<file path="src/rtl/truth_table_sequencer_if.sv">
// Interface bundling the sequencer's control, gate-drive and result signals.
// The optional reference compare (macro TT_CHECK_EN) adds expected/mismatch.
// slave  : the sequencer itself.
// master : the controller together with the gate under characterisation.
interface truth_table_sequencer_if #(
   parameter int N_IN = 3
);
   localparam int TW = 1 << N_IN;

   logic            start;
   logic            abort;
   logic [N_IN-1:0] dut_in;
   logic            dut_out;
   logic            busy;
   logic            done;
   logic [TW-1:0]   tt;
`ifdef TT_CHECK_EN
   logic [TW-1:0]   expected;
   logic            mismatch;

   modport slave  (input  start, abort, dut_out, expected,
                   output dut_in, busy, done, tt, mismatch);
   modport master (output start, abort, dut_out, expected,
                   input  dut_in, busy, done, tt, mismatch);
`else
   modport slave  (input  start, abort, dut_out,
                   output dut_in, busy, done, tt);
   modport master (output start, abort, dut_out,
                   input  dut_in, busy, done, tt);
`endif
endinterface

</file>
<file path="src/rtl/truth_table_sequencer.sv">
// Truth-table sequencer: sweeps an N_IN-input gate through every input vector,
// holds each vector SETTLE cycles, samples the gate output and builds tt.
// Optional feature macro: TT_CHECK_EN (adds expected/mismatch compare).
module truth_table_sequencer #(
   parameter int N_IN   = 3,
   parameter int SETTLE = 16,
   parameter int CW     = 8
) (
   input logic                    clk,
   input logic                    rst,
   truth_table_sequencer_if.slave bus
);
   localparam int TW = 1 << N_IN;

   localparam logic [1:0] ST_IDLE   = 2'd0;
   localparam logic [1:0] ST_SETTLE = 2'd1;
   localparam logic [1:0] ST_SAMPLE = 2'd2;
   localparam logic [1:0] ST_DONE   = 2'd3;

   localparam logic [CW-1:0]   CNT_LOAD = CW'(SETTLE - 1);
   localparam logic [N_IN-1:0] IDX_LAST = '1;

   if (SETTLE < 1 || SETTLE > (1 << CW) - 1) begin : g_settle_range
      $error("truth_table_sequencer: SETTLE must lie in 1..2**CW-1");
   end

   logic [1:0]      state;
   logic [N_IN-1:0] idx;
   logic [CW-1:0]   cnt;
   logic [N_IN-1:0] dut_in_r;
   logic [TW-1:0]   tt_r;

   // Sweep FSM: vector index, settle counter, registered gate drive and table.
   // Abort is checked before sampling so an aborted SAMPLE leaves tt untouched.
   always_ff @(posedge clk or posedge rst) begin
      if (rst) begin
         state    <= ST_IDLE;
         idx      <= '0;
         cnt      <= '0;
         dut_in_r <= '0;
         tt_r     <= '0;
      end else begin
         case (state)
            ST_IDLE: begin
               if (bus.start && !bus.abort) begin
                  state    <= ST_SETTLE;
                  idx      <= '0;
                  dut_in_r <= '0;
                  cnt      <= CNT_LOAD;
                  tt_r     <= '0;
               end
            end
            ST_SETTLE: begin
               if (bus.abort) begin
                  state    <= ST_IDLE;
                  dut_in_r <= '0;
               end else if (cnt == '0) begin
                  state <= ST_SAMPLE;
               end else begin
                  cnt <= cnt - 1'b1;
               end
            end
            ST_SAMPLE: begin
               if (bus.abort) begin
                  state    <= ST_IDLE;
                  dut_in_r <= '0;
               end else begin
                  tt_r[idx] <= bus.dut_out;
                  if (idx == IDX_LAST) begin
                     state    <= ST_DONE;
                     dut_in_r <= '0;
                  end else begin
                     idx      <= idx + 1'b1;
                     dut_in_r <= idx + 1'b1;
                     cnt      <= CNT_LOAD;
                     state    <= ST_SETTLE;
                  end
               end
            end
            ST_DONE: begin
               state <= ST_IDLE;
            end
            default: begin
               state <= ST_IDLE;
            end
         endcase
      end
   end

   // Status outputs decoded straight from the state register.
   assign bus.busy   = (state == ST_SETTLE) || (state == ST_SAMPLE);
   assign bus.done   = (state == ST_DONE);
   assign bus.dut_in = dut_in_r;
   assign bus.tt     = tt_r;

`ifdef TT_CHECK_EN
   logic mismatch_r;

   // Reference compare: captured in the DONE cycle, cleared by a new sweep.
   always_ff @(posedge clk or posedge rst) begin
      if (rst) begin
         mismatch_r <= 1'b0;
      end else if (state == ST_IDLE && bus.start && !bus.abort) begin
         mismatch_r <= 1'b0;
      end else if (state == ST_DONE) begin
         mismatch_r <= (tt_r != bus.expected);
      end
   end

   assign bus.mismatch = mismatch_r;
`endif

endmodule

</file>
<file path="src/flat_wrapper.sv">
// flat-port wrapper written by rule: the top's interface ports become plain ports
module truth_table_sequencer_flat 
#(
   parameter int N_IN   = 3,
   parameter int SETTLE = 16,
   parameter int CW     = 8
)
  (clk, rst, bus_start, bus_abort, bus_dut_out, bus_dut_in, bus_busy, bus_done, bus_tt);
  truth_table_sequencer_if #(.N_IN(N_IN)) bus_i ();
  input logic clk;
  input logic rst;
  input wire logic [$bits(bus_i.start)-1:0] bus_start;
  input wire logic [$bits(bus_i.abort)-1:0] bus_abort;
  input wire logic [$bits(bus_i.dut_out)-1:0] bus_dut_out;
  output wire logic [$bits(bus_i.dut_in)-1:0] bus_dut_in;
  output wire logic [$bits(bus_i.busy)-1:0] bus_busy;
  output wire logic [$bits(bus_i.done)-1:0] bus_done;
  output wire logic [$bits(bus_i.tt)-1:0] bus_tt;
  assign bus_i.start = bus_start;
  assign bus_i.abort = bus_abort;
  assign bus_i.dut_out = bus_dut_out;
  assign bus_dut_in = bus_i.dut_in;
  assign bus_busy = bus_i.busy;
  assign bus_done = bus_i.done;
  assign bus_tt = bus_i.tt;
  truth_table_sequencer #(.N_IN(N_IN), .SETTLE(SETTLE), .CW(CW)) u_core (.clk(clk), .rst(rst), .bus(bus_i));
endmodule
</file>
<file path="config.mk">
export PLATFORM = sky130hd
export DESIGN_NAME = truth_table_sequencer_flat
export DESIGN_NICKNAME = d
export VERILOG_FILES = /design/src/rtl/truth_table_sequencer_if.sv /design/src/rtl/truth_table_sequencer.sv /design/src/flat_wrapper.sv
export SDC_FILE = /design/constraint.sdc
export NUM_CORES = 1
export LEC_CHECK = 0
export CAP_MARGIN = 20
export CORE_MARGIN = 3
export CORE_UTILIZATION = 62
export CTS_BUF_LIST = sky130_fd_sc_hd__clkbuf_8
export DETAILED_ROUTE_END_ITERATION = 7
export HOLD_SLACK_MARGIN = 0.1
export PLACE_DENSITY = 0.85
export RECOVER_POWER = 25
export SLEW_MARGIN = 0
export SYNTH_ARGS = -nofsm -noshare
export SYNTH_HDL_FRONTEND = slang
export SYNTH_SLANG_ARGS = --single-unit
export TNS_END_PERCENT = 1
</file>
<file path="constraint.sdc">
create_clock -name clk -period 3.65 [get_ports clk]
set_input_delay 1.095 -clock clk [delete_from_list [all_inputs] [get_ports clk]]
set_output_delay 1.095 -clock clk [all_outputs]
set_load 0.1 [all_outputs]
</file>
==> run_results.csv <==
group,metric,value,unit
floorplanning,die_y,55.3,um
clock_network,numCtsBuffers,3,
drt,wl_per_cell,15.7,um
placed_design,place_congestion,0.816,
global_routing,met2_usage,0.365,
global_routing,met1_usage,0.281,
synthesis,synth-async-reset-ratio,1.00,
floorplanning,die_w,55.3,um
clock_network,cts_setup_buffers,0,
synthesis,synth.ff_latch_count,24,
floorplanning,row_count,17,
drt,ant_nets,0,
cells_and_area,area_delta_synth_final,10.5,%
clock_network,path_clk_slew,80,ps
drt,via_count,1287,
placed_design,hpwl,2330,um
global_routing,busiest_layer,"met2",
clock_network,clockBufferDepth,2,
timing,fin_crit,2810,ps
synthesis,netlist_area,1510,um2
global_routing,grt-ovfl-total,0,
cells_and_area,drive_gt1_frac,0.116,
cells_and_area,final_common_cell,"dfrtp_1",
clock_network,cts_num_sinks,24,
setup_path,required,3790,ps
global_routing,grt_pass1_wl,5510,um
setup_path,crit_arrival,2940,ps
global_routing,antenna_found_initial,0,
synthesis,ys_warn_count,0,
drt,drtIter0Drc,65,
placed_design,io_buffers,17,
synthesis,yosysSeqAreaShare,0.399,
synthesis,synthDistinctLibCells,48,
floorplanning,coreArea,2250,um2
synthesis,synth_nets,172,
drt,drtPass1Iterations,7,
drt,routed_wl,3150,um
timing,post-route-period-util,0.769,
power_and_ir_drop,powerDensity,658,nW/um2
power_and_ir_drop,peakVddDrop,0.597,mV
timing,setup_viol,0,
setup_path,worst-path-max-fanout,12,
clock_network,cts_resized,0,
cells_and_area,final_cell_mix,"24 x dfrtp_1, 15 x inv_1, 13 x o21ai_0",
setup_path,end_kind,"register",
flow_run,maxCapViolations,0,
timing,hold_viol_final,0,
floorplanning,dieArea,3060,um2
clock_network,root_buffer,"clkbuf_8",
floorplanning,num_io_pins,18,
global_routing,use_met3,0.0304,
clock_network,htreeDepth,1,
timing,finClkSkew,4.27,ps
timing,drv_slew,0,
clock_network,cts_tree,"built",
clock_network,cts_hold_buffers,0,
timing,grt_setup_unrepaired,"false",
power_and_ir_drop,cellLeakagePower,0.724,nW
drt,drcViolationCount,0,
cells_and_area,fin_util,0.738,
run_status,outcome,"completed",
floorplanning,initial_core_util,0.668,
cells_and_area,fill_cells,171,
cells_and_area,nets,188,
synthesis,synth-edff-count,0,
synthesis,syn-mean-instance-area,9.53,um2
global_routing,grt_max_degree,25,
clock_network,clock_latency,270,ps
worst_hold_path,min_path_type,"register to register",
setup_path,critical_path_class,"input pin to register",
timing,fin_setup_tns,0,ps
synthesis,synthCells,158,
global_routing,grt_pass1_vias,1243,
timing,worst_pin_slew,1170,ps
timing,max_freq,356,MHz
drt,vias_per_cell,6.40,
setup_path,cp-start-kind,"input pin",
cells_and_area,antenna_cells,0,
synthesis,synth-main-ff-cell,"dfrtp_1",
timing,whs,489,ps
global_routing,grt_usage,0.215,
timing,max-slew-margin-rel,0.223,
## cells in the mapped netlist, types with 2 or more instances
| cell | n | area share |
|---|---|---|
| a211o_1 | 2 | 0.012 |
| a21o_1 | 2 | 0.010 |
| a21oi_1 | 5 | 0.017 |
| a222oi_1 | 3 | 0.020 |
| a22o_1 | 2 | 0.012 |
| a31oi_1 | 2 | 0.0083 |
| and2_1 | 2 | 0.0083 |
| buf_2 | 2 | 0.0066 |
| clkbuf_1 | 4 | 0.010 |
| dfrtp_1 | 24 | 0.40 |
| ha_1 | 9 | 0.075 |
| inv_1 | 15 | 0.037 |
| mux2_2 | 4 | 0.030 |
| mux2i_1 | 3 | 0.020 |
| nand2_1 | 10 | 0.025 |
| nand2b_1 | 4 | 0.017 |
| nand3_1 | 3 | 0.010 |
| nand3b_1 | 2 | 0.010 |
| nor2_1 | 6 | 0.015 |
| nor3_1 | 4 | 0.013 |
| nor3b_1 | 2 | 0.010 |
| nor4_1 | 2 | 0.0083 |
| o211ai_1 | 2 | 0.010 |
| o21a_1 | 2 | 0.010 |
| o21ai_0 | 13 | 0.043 |
| o221a_2 | 2 | 0.015 |
| o22ai_1 | 3 | 0.012 |
| o31ai_1 | 2 | 0.010 |
| o41ai_1 | 2 | 0.012 |
| or3_1 | 2 | 0.0083 |
## layer usage
| metal | vias up | share of wire |
|---|---|---|
| met5 | - | 0 |
| met4 | 0 | 0.014 |
| met3 | 5 | 0.061 |
| met2 | 45 | 0.49 |
| met1 | 620 | 0.43 |
| li1 | 617 | - |
## worst max-delay path: stages
cell and delay, ps:
clkdlybuf4s50_1 570, or4_1 720, a222oi_1 410, o32ai_1 150
## where the power goes
part	internal (mW)	leakage, nW	switching, mW
clock	0.0963	0.0288	0.0827
sequential	0.303	0.316	0.0521
combinational	0.189	0.379	0.371
total	0.589	0.724	0.506
## metrics by stage
step           total power, mW  instance area, um2  setup slack, ps  instances
4_1_cts                   1.10                1710              846        201
5_1_grt                   1.17                1660              709        201
6_report                  1.10                1660              845        201
2_1_floorplan            0.817                1510             1240        158
3_3_place_gp             0.903                1650              663        197
3_5_place_dp             0.924                1650              534        197
## cells by family (layout without fill, tap and decap cells)
group / after synthesis / after routing / share of synthesized area
AOI/OAI and AO/OA: 51 / 51 / 0.242
adders and majority gates: 9 / 9 / 0.0748
buffers and inverters: 23 / 38 / 0.0664
DFF: 24 / 24 / 0.399
muxes: 7 / 7 / 0.0498
and+or+nand+nor: 44 / 44 / 0.169
## flip-flops by register name (all words and copies together), names as in the netlist
| signal | count |
|---|---|
| u_core.cnt | 8 |
| u_core.state | 2 |
| u_core.idx | 3 |
| u_core.bus.tt | 8 |
| u_core.bus.dut_in | 3 |
## area by class of cell
class | count | area, um2 | share of cell area
inverter | 15 | 56.3 | 0.0338
clock buffer | 4 | 55.1 | 0.0331
timing repair buffer | 19 | 111 | 0.0669
sequential | 24 | 601 | 0.361
tap | 28 | 35.0 | 0.0211
multi-input combinational | 111 | 806 | 0.484
## path summary, 6_finish.rpt
| check | slack [ps] | cells past startpoint | endpoint | start |
|---|---|---|---|---|
| hold / removal | 490 | 1 | u_core.cnt[7] | u_core.cnt[7] |
| max in group asynchronous | 1630 | 2 | u_core.bus.dut_in[2] | rst |
| setup / recovery | 840 | 4 | u_core.cnt[6] | bus_abort |
| hold reg to reg | 490 | 1 | u_core.cnt[7] | u_core.cnt[7] |
| min in group asynchronous | 1460 | 2 | u_core.bus.tt[4] | rst |
| setup reg to reg | 1170 | 6 | u_core.cnt[6] | u_core.idx[0] |
Note: power is estimated with default switching activity, not from simulation.
